### config.mk
export PLATFORM = sky130hd
export DESIGN_NAME = clock_control_root_flat
export DESIGN_NICKNAME = d
export VERILOG_FILES = /design/src/rtl/clock_control_root_if.sv /design/src/rtl/clock_control_root.sv /design/src/flat_wrapper.sv
export SDC_FILE = /design/constraint.sdc
export NUM_CORES = 1
export LEC_CHECK = 0
export ABC_CLOCK_PERIOD_IN_PS = 3900
export BUFFER_PORTS_ARGS = -buffer_cell sky130_fd_sc_hd__buf_2
export CAP_MARGIN = 20
export CORE_ASPECT_RATIO = 0.9
export CORE_MARGIN = 3
export CORE_UTILIZATION = 35
export DETAILED_ROUTE_END_ITERATION = 16
export GPL_ROUTABILITY_DRIVEN = 0
export PLACE_DENSITY_LB_ADDON = 0.1
export SYNTH_ARGS = -nofsm -noshare
export SYNTH_HDL_FRONTEND = slang
export SYNTH_SLANG_ARGS = --single-unit
### constraint.sdc
create_clock -name clk -period 3.9 [get_ports clk]
set_input_delay 0.585 -clock clk [delete_from_list [all_inputs] [get_ports clk]]
set_output_delay 0.585 -clock clk [all_outputs]
set_load 0.1 [all_outputs]
### src/rtl/clock_control_root_if.sv
// Status/request bundle between the root clock controller and the clock tree below it.
// The slave side is the controller; the master side aggregates the child requests.
interface clock_control_root_if;
  logic request;
  logic ready;
  logic silent;
  logic starting;
  logic stopping;
  logic clk_en;

  modport master (
    output request,
    input  ready,
    input  silent,
    input  starting,
    input  stopping,
    input  clk_en
  );

  modport slave (
    input  request,
    output ready,
    output silent,
    output starting,
    output stopping,
    output clk_en
  );
endinterface

### src/rtl/clock_control_root.sv
// Root clock controller: answers the aggregated child request with a one-hot status
// set and a clock-gate enable, applying start delay, drain delay and idle hysteresis.
module clock_control_root #(
  parameter int START_CYCLES = 4,
  parameter int STOP_CYCLES  = 4,
  parameter int IDLE_CYCLES  = 8,
  parameter int CNT_W        = 8
) (
  input  logic                 clk,
  input  logic                 rst,
  clock_control_root_if.slave  ctl
);

  typedef enum logic [1:0] {
    ST_SILENT   = 2'd0,
    ST_STARTING = 2'd1,
    ST_READY    = 2'd2,
    ST_STOPPING = 2'd3
  } state_t;

  localparam logic [CNT_W-1:0] START_LOAD = CNT_W'(START_CYCLES - 1);
  localparam logic [CNT_W-1:0] STOP_LOAD  = CNT_W'(STOP_CYCLES - 1);
  localparam logic [CNT_W-1:0] IDLE_LAST  = CNT_W'(IDLE_CYCLES - 1);
  localparam logic [CNT_W-1:0] CNT_ZERO   = {CNT_W{1'b0}};
  localparam logic [CNT_W-1:0] CNT_ONE    = CNT_W'(1);

  state_t           state_r;
  state_t           state_nxt_s;
  logic [CNT_W-1:0] cnt_r;
  logic [CNT_W-1:0] cnt_nxt_s;
  logic             ready_r;
  logic             silent_r;
  logic             starting_r;
  logic             stopping_r;
  logic             clk_en_r;

  // Next-state and shared counter: down-count in STARTING/STOPPING, idle up-count in READY.
  always_comb begin
    state_nxt_s = state_r;
    cnt_nxt_s   = cnt_r;
    case (state_r)
      ST_SILENT: begin
        if (ctl.request) begin
          state_nxt_s = ST_STARTING;
          cnt_nxt_s   = START_LOAD;
        end else begin
          state_nxt_s = ST_SILENT;
          cnt_nxt_s   = CNT_ZERO;
        end
      end
      ST_STARTING: begin
        if (cnt_r == CNT_ZERO) begin
          state_nxt_s = ST_READY;
          cnt_nxt_s   = CNT_ZERO;
        end else begin
          state_nxt_s = ST_STARTING;
          cnt_nxt_s   = cnt_r - CNT_ONE;
        end
      end
      ST_READY: begin
        // cnt_r holds the low samples seen before this one; this low sample may complete the run
        if (ctl.request) begin
          state_nxt_s = ST_READY;
          cnt_nxt_s   = CNT_ZERO;
        end else if (cnt_r >= IDLE_LAST) begin
          state_nxt_s = ST_STOPPING;
          cnt_nxt_s   = STOP_LOAD;
        end else begin
          state_nxt_s = ST_READY;
          cnt_nxt_s   = cnt_r + CNT_ONE;
        end
      end
      ST_STOPPING: begin
        if (cnt_r == CNT_ZERO) begin
          state_nxt_s = ST_SILENT;
          cnt_nxt_s   = CNT_ZERO;
        end else begin
          state_nxt_s = ST_STOPPING;
          cnt_nxt_s   = cnt_r - CNT_ONE;
        end
      end
      default: begin
        state_nxt_s = ST_SILENT;
        cnt_nxt_s   = CNT_ZERO;
      end
    endcase
  end

  // State, counter and registered one-hot status decoded from the next state.
  always_ff @(posedge clk or posedge rst) begin
    if (rst) begin
      state_r    <= ST_SILENT;
      cnt_r      <= CNT_ZERO;
      ready_r    <= 1'b0;
      silent_r   <= 1'b1;
      starting_r <= 1'b0;
      stopping_r <= 1'b0;
      clk_en_r   <= 1'b0;
    end else begin
      state_r    <= state_nxt_s;
      cnt_r      <= cnt_nxt_s;
      ready_r    <= (state_nxt_s == ST_READY);
      silent_r   <= (state_nxt_s == ST_SILENT);
      starting_r <= (state_nxt_s == ST_STARTING);
      stopping_r <= (state_nxt_s == ST_STOPPING);
      clk_en_r   <= (state_nxt_s != ST_SILENT);
    end
  end

  assign ctl.ready    = ready_r;
  assign ctl.silent   = silent_r;
  assign ctl.starting = starting_r;
  assign ctl.stopping = stopping_r;
  assign ctl.clk_en   = clk_en_r;

endmodule

### src/flat_wrapper.sv
// flat-port wrapper written by rule: the top's interface ports become plain ports
module clock_control_root_flat 
#(
  parameter int START_CYCLES = 4,
  parameter int STOP_CYCLES  = 4,
  parameter int IDLE_CYCLES  = 8,
  parameter int CNT_W        = 8
)
  (clk, rst, ctl_request, ctl_ready, ctl_silent, ctl_starting, ctl_stopping, ctl_clk_en);
  clock_control_root_if ctl_i ();
  input  logic clk;
  input  logic rst;
  input wire logic [$bits(ctl_i.request)-1:0] ctl_request;
  output wire logic [$bits(ctl_i.ready)-1:0] ctl_ready;
  output wire logic [$bits(ctl_i.silent)-1:0] ctl_silent;
  output wire logic [$bits(ctl_i.starting)-1:0] ctl_starting;
  output wire logic [$bits(ctl_i.stopping)-1:0] ctl_stopping;
  output wire logic [$bits(ctl_i.clk_en)-1:0] ctl_clk_en;
  assign ctl_i.request = ctl_request;
  assign ctl_ready = ctl_i.ready;
  assign ctl_silent = ctl_i.silent;
  assign ctl_starting = ctl_i.starting;
  assign ctl_stopping = ctl_i.stopping;
  assign ctl_clk_en = ctl_i.clk_en;
  clock_control_root #(.START_CYCLES(START_CYCLES), .STOP_CYCLES(STOP_CYCLES), .IDLE_CYCLES(IDLE_CYCLES), .CNT_W(CNT_W)) u_core (.clk(clk), .rst(rst), .ctl(ctl_i));
endmodule
==> results of run 1 <==
[worst max path at each step]
stage	cells past startpoint	to	from	slack (ns)
finish	3	u_core.cnt_r[0]	u_core.cnt_r[4]	2.02
CTS	5	u_core.cnt_r[3]	u_core.cnt_r[0]	2.04
global placement	3	u_core.cnt_r[0]	u_core.cnt_r[4]	2.07
global route	5	u_core.cnt_r[2]	u_core.cnt_r[0]	1.88
detailed placement	5	u_core.cnt_r[3]	u_core.cnt_r[0]	2.05
floorplan	6	u_core.ctl.clk_en	u_core.cnt_r[0]	2.16
[synthesized netlist by cell type (all sizes together), types with 2 or more instances]
| library cell | count |
|---|---|
| or3 | 4 |
| or4 | 3 |
| buf | 2 |
| nand3 | 2 |
| inv | 6 |
| clkbuf | 2 |
| nor2 | 2 |
| dfrtp | 14 |
| a21oi | 6 |
| xnor2 | 2 |
| nor2b | 2 |
| nand2 | 5 |
| nor3b | 2 |
| o21ai | 5 |
| ha | 2 |
| nand4 | 2 |
[cell type report]
cell class              count  share of cell area, %
well taps                  25                  3.655
multi-input cells          53                  42.54
flip-flops and latches     15                  44.01
clock buffers               4                  3.070
repair buffers              7                  4.094
inverters                   6                  2.632
[state kept, by name (all words and copies together) (netlist names)]
name,count
u_core.cnt_r,8
u_core.state_r,2
u_core.ctl.clk_en,1
u_core.ctl.ready,1
u_core.ctl.silent,1
u_core.ctl.starting,1
u_core.ctl.stopping,1
[cells by family after synthesis]
group | count (synthesis) | share of synthesized area [%]
and+or+nand+nor | 27 | 21.96
AOI/OAI and AO/OA | 21 | 18.11
DFF | 15 | 48.24
buffers and inverters | 10 | 5.128
xor gates and xnor gates | 3 | 3.366
adders and majority gates | 2 | 3.205
[layout by cell type (no fill, tap or decap), types with 2 or more instances in the layout]
cell and count:
clkbuf_4 3, xnor2_1 2, o21ai_0 3, or4_1 2, a21oi_1 6, nand3_1 2, nor2b_1 2, nand2_1 5
nor2_1 2, inv_1 6, dfrtp_1 14, nor3b_1 2, ha_1 2, nand4_1 2, buf_2 7, or3_1 3
[worst max-delay path, stage by stage, from the launching register on]
cell and delay, ns:
dfrtp_1 0.47, nor4_1 0.85, a311o_1 0.32, o211ai_1 0.11
[per-layer routing]
layer	global-route usage (%)	share of wire, %
met5	0	0
met4	3.644	1.2
met3	5.656	4.2
met2	18.11	43
met1	18.04	52
[through the flow]
stage | util [%] | std cells | instance area [sq um] | hold slack, ns
2_1_floorplan | - | 78 | 780.7 | 0.4858
3_3_place_gp | 41.31 | 106 | 829.5 | 0.5710
3_5_place_dp | 41.31 | 106 | 829.5 | 0.5706
4_1_cts | 42.62 | 110 | 855.8 | 0.3626
5_1_grt | 42.62 | 110 | 855.8 | 0.3749
6_report | 42.62 | 110 | 855.8 | 0.3297
==> impl_metrics.ini, run 1 <==
[grt]
grt_max_degree = 16
grt_pass1_vias = 572
grt_pass1_wl_mm = 2.780
gr-usage-all-layers_pct = 12.99
antenna_found_initial = 0
global_route.overflow_total = 0

[clock_tree]
cts_resized = 0
ctsHoldBuffers = 0
h-tree-depth = 1
cts.sinks = 15
clock_path_buffers = 2
clk_pin_slew_ns = 0.09
cts_made_buffers = 3
clk_latency_ns = 0.29
cts-root-buf = clkbuf_4
cts_tree = done
post_cts_buffers = 0

[logic_synthesis]
ys.flop_type = dfrtp_1
synthDistinctLibCells = 37
synth.top_cell.area_share_pct = 44.87
syn_area_per_cell_sq_um = 10.01
syn_area_sq_um = 780.7
ys_ff_latch = 15
syn_inst = 78
synthesis.nets = 83
synth_edf_count = 0
ys_warn_count = 0
yosys.area.top_type = dfrtp_1
ys_seq_area_share_pct = 48.24
synth.area.top_cells = dfrtp_1 45%, a21oi_1 3.8%, dfstp_2 3.4%, ha_1 3.2%, inv_1 2.9%
async_flop_share_pct = 100.0

[floorplan]
initial_core_util_pct = 38.88
die_w_um = 55.79
die_area_sq_um = 2834
placementRows = 15
die_height_um = 50.81
boundaryPins = 8
core_sq_um = 2008

[run]
maxCapViolCount = 0

[sta]
fin_tns_setup_ns = 0
fin_skew_ns = 0.005991
fmax_ghz = 0.5323
setup_viol = 0
finalCritPeriodShare_pct = 48.17
setup_slack_ns = 2.021
hold_viol = 0
rsz0062_at_grt = false
tightest_slew_ns = 0.9525
slew_headroom_pct = 35.91
drv_slew = 0
min_period_ns = 1.879

[final_layout]
antenna_cells = 0
syn2layout_area_growth_pct = 9.615
fillCellCount = 200
nNetsFinal = 91
drive_above_1_share_pct = 16.47
seq_area_sq_um = 376.6
multi_input_area_sq_um = 364.1

[routing]
via_count = 604
ant_nets = 0
wl_mm = 1.602
drc = 0
detail_route.wl_per_cell_um = 14.56
dr.first_iter.drc_count = 12
avgViaCountPerCell = 5.491
drt_first_pass_iters = 4

[critical_path]
r2r-start = u_core.cnt_r[4]
crit_required_ns = 4.06
r2r_slack_ns = 2.02
cp-end-kind = register
startpoint_type = register
criticalPathCategory = reg -> reg
crit_arrival_ns = 2.04
r2r_end = u_core.cnt_r[0]
cp_max_fo = 8
reg2reg_depth = 3

[place]
numPortBuffers = 7
dpl.hpwl_mm = 1.159
place_ws_ns = 2.048

[worst_hold_path]
min_path_type = in -> async

[outcome]
status = complete, no violations
Power of run 1 is left out: the tool's default activity adds up to more than one toggle a clock period on the data nets, which glitch-free logic cannot reach.
==> run 2, diff against run 1 <==
Settings changed: ABC_CLOCK_PERIOD_IN_PS 3900 to 1520.
Clock period 3.9 ns to 1.52 ns, I/O delays scaled along.
==> run 2 against run 1 <==
Against the previous run:
- the flow now finishes with violations (negative setup slack)
- cell count is 20% higher
- clock skew is 0.0043 ns higher
- routed wire length is 12% higher
- flip-flop and latch count stayed put
- first-iteration DRC count is 25% higher
- critical path depth is 1 higher
- critical endpoint is now u_core.cnt_r[7]
- global-route usage is 0.95 points higher
==> impl_metrics.ini, run 2 (synthesized netlist as in run 1, its figures left out) <==
[outcome]
status = finished, violations left
violations = negative setup slack

[clock_tree]
cts_made_buffers = 3
cts-root-buf = clkbuf_4
cts_tree = done
cts.sinks = 15
clk_latency_ns = 0.29
clock_path_buffers = 2
h-tree-depth = 1
clk_pin_slew_ns = 0.09

[final_layout]
antenna_cells = 0
layout.cells.most_common = buf_4
nNetsFinal = 113
finalInstanceArea_sq_um = 1115
layout_common_cells = 20 x buf_4, 14 x dfrtp_1, 7 x buf_2, 5 x inv_1
fillCellCount = 165
regMostFlops = u_core.cnt_r
largest_reg_flops = 8
syn2layout_area_growth_pct = 42.79
reg.largest.list = u_core.cnt_r (8), u_core.state_r (2)
drive_above_1_share_pct = 48.60
stdcell_count = 132

[critical_path]
crit_chain = buf_4 > or4_4 > or3_1 > a21oi_2
startpoint_type = register
reg2reg_depth = 4
crit_required_ns = 1.73
cp_slowest_cell = or4_4
crit_arrival_ns = 1.89
r2r_slack_ns = -0.16
r2r_end = u_core.cnt_r[7]
criticalPathCategory = reg -> reg
crit_buf_inv = 1
setup.worst_path.start = u_core.cnt_r[0]
cp_max_fo = 5
cp_top_family = simple AND/OR/NAND/NOR gates
critPathMaxStageDelay_ns = 0.56
cp-end-kind = register
r2r-start = u_core.cnt_r[0]

[sta]
finalCritPeriodShare_pct = 110.3
slew_headroom_pct = 62.36
rsz0062_at_grt = true
tightest_slew_ns = 0.5640
hold_viol = 0
drv_slew = 0
fmax_ghz = 0.5967
setup_slack_ns = -0.1559
min_period_ns = 1.676
fin_skew_ns = 0.01032
setup_viol = 13

[floorplan]
boundaryPins = 8
die_area_sq_um = 2834
core_sq_um = 2008
placementRows = 15
initial_core_util_pct = 38.88
die_height_um = 50.81
die_w_um = 55.79

[routing]
drt_first_pass_iters = 4
avgViaCountPerCell = 5.129
via_count = 677
ant_nets = 0
dr.first_iter.drc_count = 15
detail_route.wl_per_cell_um = 13.62
drc = 0
wl_mm = 1.798

[grt]
grt_pass1_wl_mm = 3.063
grt_max_degree = 16
grt_pass1_vias = 659
gr-usage-all-layers_pct = 13.93
global_route.overflow_total = 0
antenna_found_initial = 0

[run]
maxCapViolCount = 0

[worst_hold_path]
min_to = u_core.ctl.ready
hp-start = ctl_request
min_path_type = in -> reg
min_delay_path_depth = 3

[place]
place_inst = 126
placed_area_sq_um = 979.7
numPortBuffers = 7
dpl.hpwl_mm = 1.295
run 2: cell count changes in the layout (fill, tap and decap cells not counted), sizes merged:
cell | previous run | this run
clkinv | 0 | 1
dlygate4sd3 | 0 | 1
clkbuf | 4 | 3
buf | 7 | 28
run 2: what timing repair did:
action / CTS / global route
hold endpoints to repair: 14 / 0
endpoints found under the setup margin: 15 / 15
setup buffers: 1 / 0
hold buffers: 1 / 0
resized for setup: 9 / 12
pin swaps: 4 / 4
gates cloned: 0 / 0
run 2: worst max path at each step:
stage	end	slack, ns	depth (start not counted)
after floorplan	u_core.ctl.clk_en	-0.22	6
after global placement	u_core.ctl.clk_en	-0.14	5
after detailed placement	u_core.ctl.clk_en	-0.17	5
after CTS	u_core.cnt_r[5]	-0.13	4
after global routing	u_core.cnt_r[7]	-0.21	4
final	u_core.cnt_r[7]	-0.16	4
run 2: cell type report:
class	count	area (sq um)	share of cell area, %
clock buffers	3	22.52	2.020
flip-flops and latches	15	376.6	33.78
multi-input cells	53	450.4	40.40
inverters	6	22.52	2.020
clock inverters	1	5.005	0.4489
well taps	25	31.28	2.806
repair buffers	29	206.4	18.52
run 2: metrics by stage:
stage               TNS (ns)  hold slack, ns  worst slack [ns]  utilization (%)
finish               -0.9799          0.2820           -0.1559            55.51
global route          -1.811          0.2936           -0.2084            55.51
CTS                  -0.9960          0.2726           -0.1296            52.83
detailed placement    -1.623          0.3073           -0.1680            48.79
global placement      -1.144          0.3000           -0.1368            48.79
floorplan             -1.872          0.1288           -0.2243                -
run 2: worst register-to-register path, stage by stage (launching register included):
cell,delay [ns]
dfrtp_1,0.39
buf_4,0.15
or4_4,0.56
or3_1,0.36
a21oi_2,0.15
run 2: per-layer routing:
metal / GRT usage, % / vias up / part of all wire, %
li1: - / 344 / -
met1: 18.10 / 316 / 48
met2: 22.05 / 15 / 47
met3: 5.656 / 2 / 4.2
met4: 2.429 / 0 / 0.44
met5: 0 / - / 0
Power of run 2 is left out for the same reason.
==> run 3, diff against run 2 <==
--- a/config.mk
+++ b/config.mk
@@ -9,4 +9,6 @@
 export BUFFER_PORTS_ARGS = -buffer_cell sky130_fd_sc_hd__buf_2
 export CAP_MARGIN = 20
+export CELL_PAD_IN_SITES_DETAIL_PLACEMENT = 1
+export CELL_PAD_IN_SITES_GLOBAL_PLACEMENT = 1
 export CORE_ASPECT_RATIO = 0.9
 export CORE_MARGIN = 3
==> constraint.sdc (replaced) <==
create_clock -name clk -period 1.52 [get_ports clk]
set_input_delay 0.228 -clock clk [delete_from_list [all_inputs] [get_ports clk]]
set_output_delay 0.228 -clock clk [all_outputs]
set_load 0.05 [all_outputs]
==> run 3 against run 2 <==
Against the previous run:
- the run still ends with negative setup slack left
- non-clock buffer count increased by 4
- clock-buffer cell count up 1
- core utilization rose by 3.9 points
- critical path depth is 1 higher
- flip-flop and latch count did not move
- fmax down 3.3%
- largest cell class unchanged
- sequential share of layout area down 2.2 points
- critical endpoint is now u_core.ctl.clk_en
==> impl_metrics.ini, run 3 (synthesized netlist as in run 1, its figures left out) <==
[final_layout]
fin_util_pct = 59.38
antenna_cells = 0
seq_area_sq_um = 376.6
largest_reg_flops = 8
regMostFlops = u_core.cnt_r
drive_above_1_share_pct = 52.25
reg.largest.list = u_core.cnt_r (8), u_core.state_r (2)
layout.cells.most_common = buf_4
nNetsFinal = 117
multi_input_area_sq_um = 484.2
layout_common_cells = 20 x buf_4, 14 x dfrtp_1, 7 x buf_2, 5 x buf_6
fillCellCount = 224
syn2layout_area_growth_pct = 52.72

[critical_path]
r2r_slack_ns = -0.21
cp_slowest_cell = dfrtp_1
setup.worst_path.start = u_core.cnt_r[0]
endpoint = u_core.ctl.clk_en
r2r-start = u_core.cnt_r[0]
criticalPathCategory = reg -> reg
crit_chain = inv_2 > ha_4 > or3b_4 > or3_4 > o21a_1
r2r_end = u_core.ctl.clk_en
reg2reg_depth = 5
cp-end-kind = register
startpoint_type = register
crit_required_ns = 1.71
crit_arrival_ns = 1.92
critPathMaxStageDelay_ns = 0.41
cp_max_fo = 5

[grt]
gr-usage-all-layers_pct = 17.32
grt_pass1_wl_mm = 3.684
global_route.overflow_total = 0
grt_max_degree = 16
antenna_found_initial = 0
grt_pass1_vias = 775

[floorplan]
die_area_sq_um = 2834
initial_core_util_pct = 38.88
boundaryPins = 8
placementRows = 15
die_height_um = 50.81
die_w_um = 55.79
core_sq_um = 2008

[clock_tree]
h-tree-depth = 1
clk_pin_slew_ns = 0.08
cts_tree = done
cts_made_buffers = 3
clk_latency_ns = 0.29
cts.sinks = 15
cts-root-buf = clkbuf_4
clock_path_buffers = 2

[sta]
rsz0062_at_grt = true
drv_slew = 0
tightest_slew_ns = 0.5778
slew_headroom_pct = 61.44
setup_viol = 15
finalCritPeriodShare_pct = 114.0
min_period_ns = 1.733
fmax_ghz = 0.5772
setup_slack_ns = -0.2125
fin_skew_ns = 0.002013
hold_viol = 0

[run]
maxCapViolCount = 0

[outcome]
violations = negative setup slack
status = finished, violations left

[routing]
wl_mm = 2.486
drc = 0
ant_nets = 0
via_count = 752
detail_route.wl_per_cell_um = 18.28
avgViaCountPerCell = 5.529
dr.first_iter.drc_count = 8
drt_first_pass_iters = 4

[place]
dpl.hpwl_mm = 1.456
numPortBuffers = 7

[worst_hold_path]
min_path_type = in -> reg
[run 3: metrics by stage]
stage               instances  hold slack, ns  cell area, sq um  setup WS, ns  setup TNS [ns]
finish                    136          0.3273              1192       -0.2125          -2.039
global route              136          0.3271              1192       -0.2557          -2.942
CTS                       133          0.3064              1074       -0.1473          -1.068
detailed placement        124          0.3132             964.7       -0.1713          -1.507
global placement          124          0.3082             964.7       -0.1305         -0.9935
floorplan                  78          0.1288             780.7       -0.2243          -1.872
[run 3: cell type report]
cell class	count	share of cell area [%]
Multi-Input combinational cell	53	40.61
Sequential cell	15	31.58
Timing Repair Buffer	33	21.09
Tap cell	25	2.623
Clock buffer	4	2.204
Inverter	6	1.889
[run 3: worst min-delay path by stage]
stage | from | endpoint | slack, ns | cells after the start
finish | ctl_request | u_core.ctl.stopping | 0.33 | 3
global placement | rst | u_core.ctl.stopping | 0.31 | 2
floorplan | rst | u_core.cnt_r[0] | 0.13 | 1
global route | ctl_request | u_core.ctl.stopping | 0.33 | 3
CTS | ctl_request | u_core.ctl.stopping | 0.31 | 3
detailed placement | rst | u_core.ctl.stopping | 0.31 | 2
[run 3: critical path: cells and delay by family (launching register included)]
kind                     cells  cell delay, ns
adder cells (fa/ha/maj)      1            0.14
AO/OA/AOI/OAI                1            0.18
AND/OR/NAND/NOR              2            0.79
buffers and inverters        1            0.11
flip-flops                   1            0.41
[run 3: repair_timing]
item                                    CTS  global route
resized for setup                        10            20
endpoints found under the setup margin   15            15
pin swaps                                 5             6
hold buffers                              1             0
buffers inserted                          4             3
cloned                                    0             0
endpoints found under the hold margin    14             0
[run 3: per-layer routing]
layer,share of wire [%],vias up,GRT usage (%)
met3,3.6,4,5.398
li1,-,353,-
met4,0.93,0,4.453
met2,51,14,29.33
met1,44,381,21.39
met5,0,-,0
Power of run 3 is left out for the same reason.
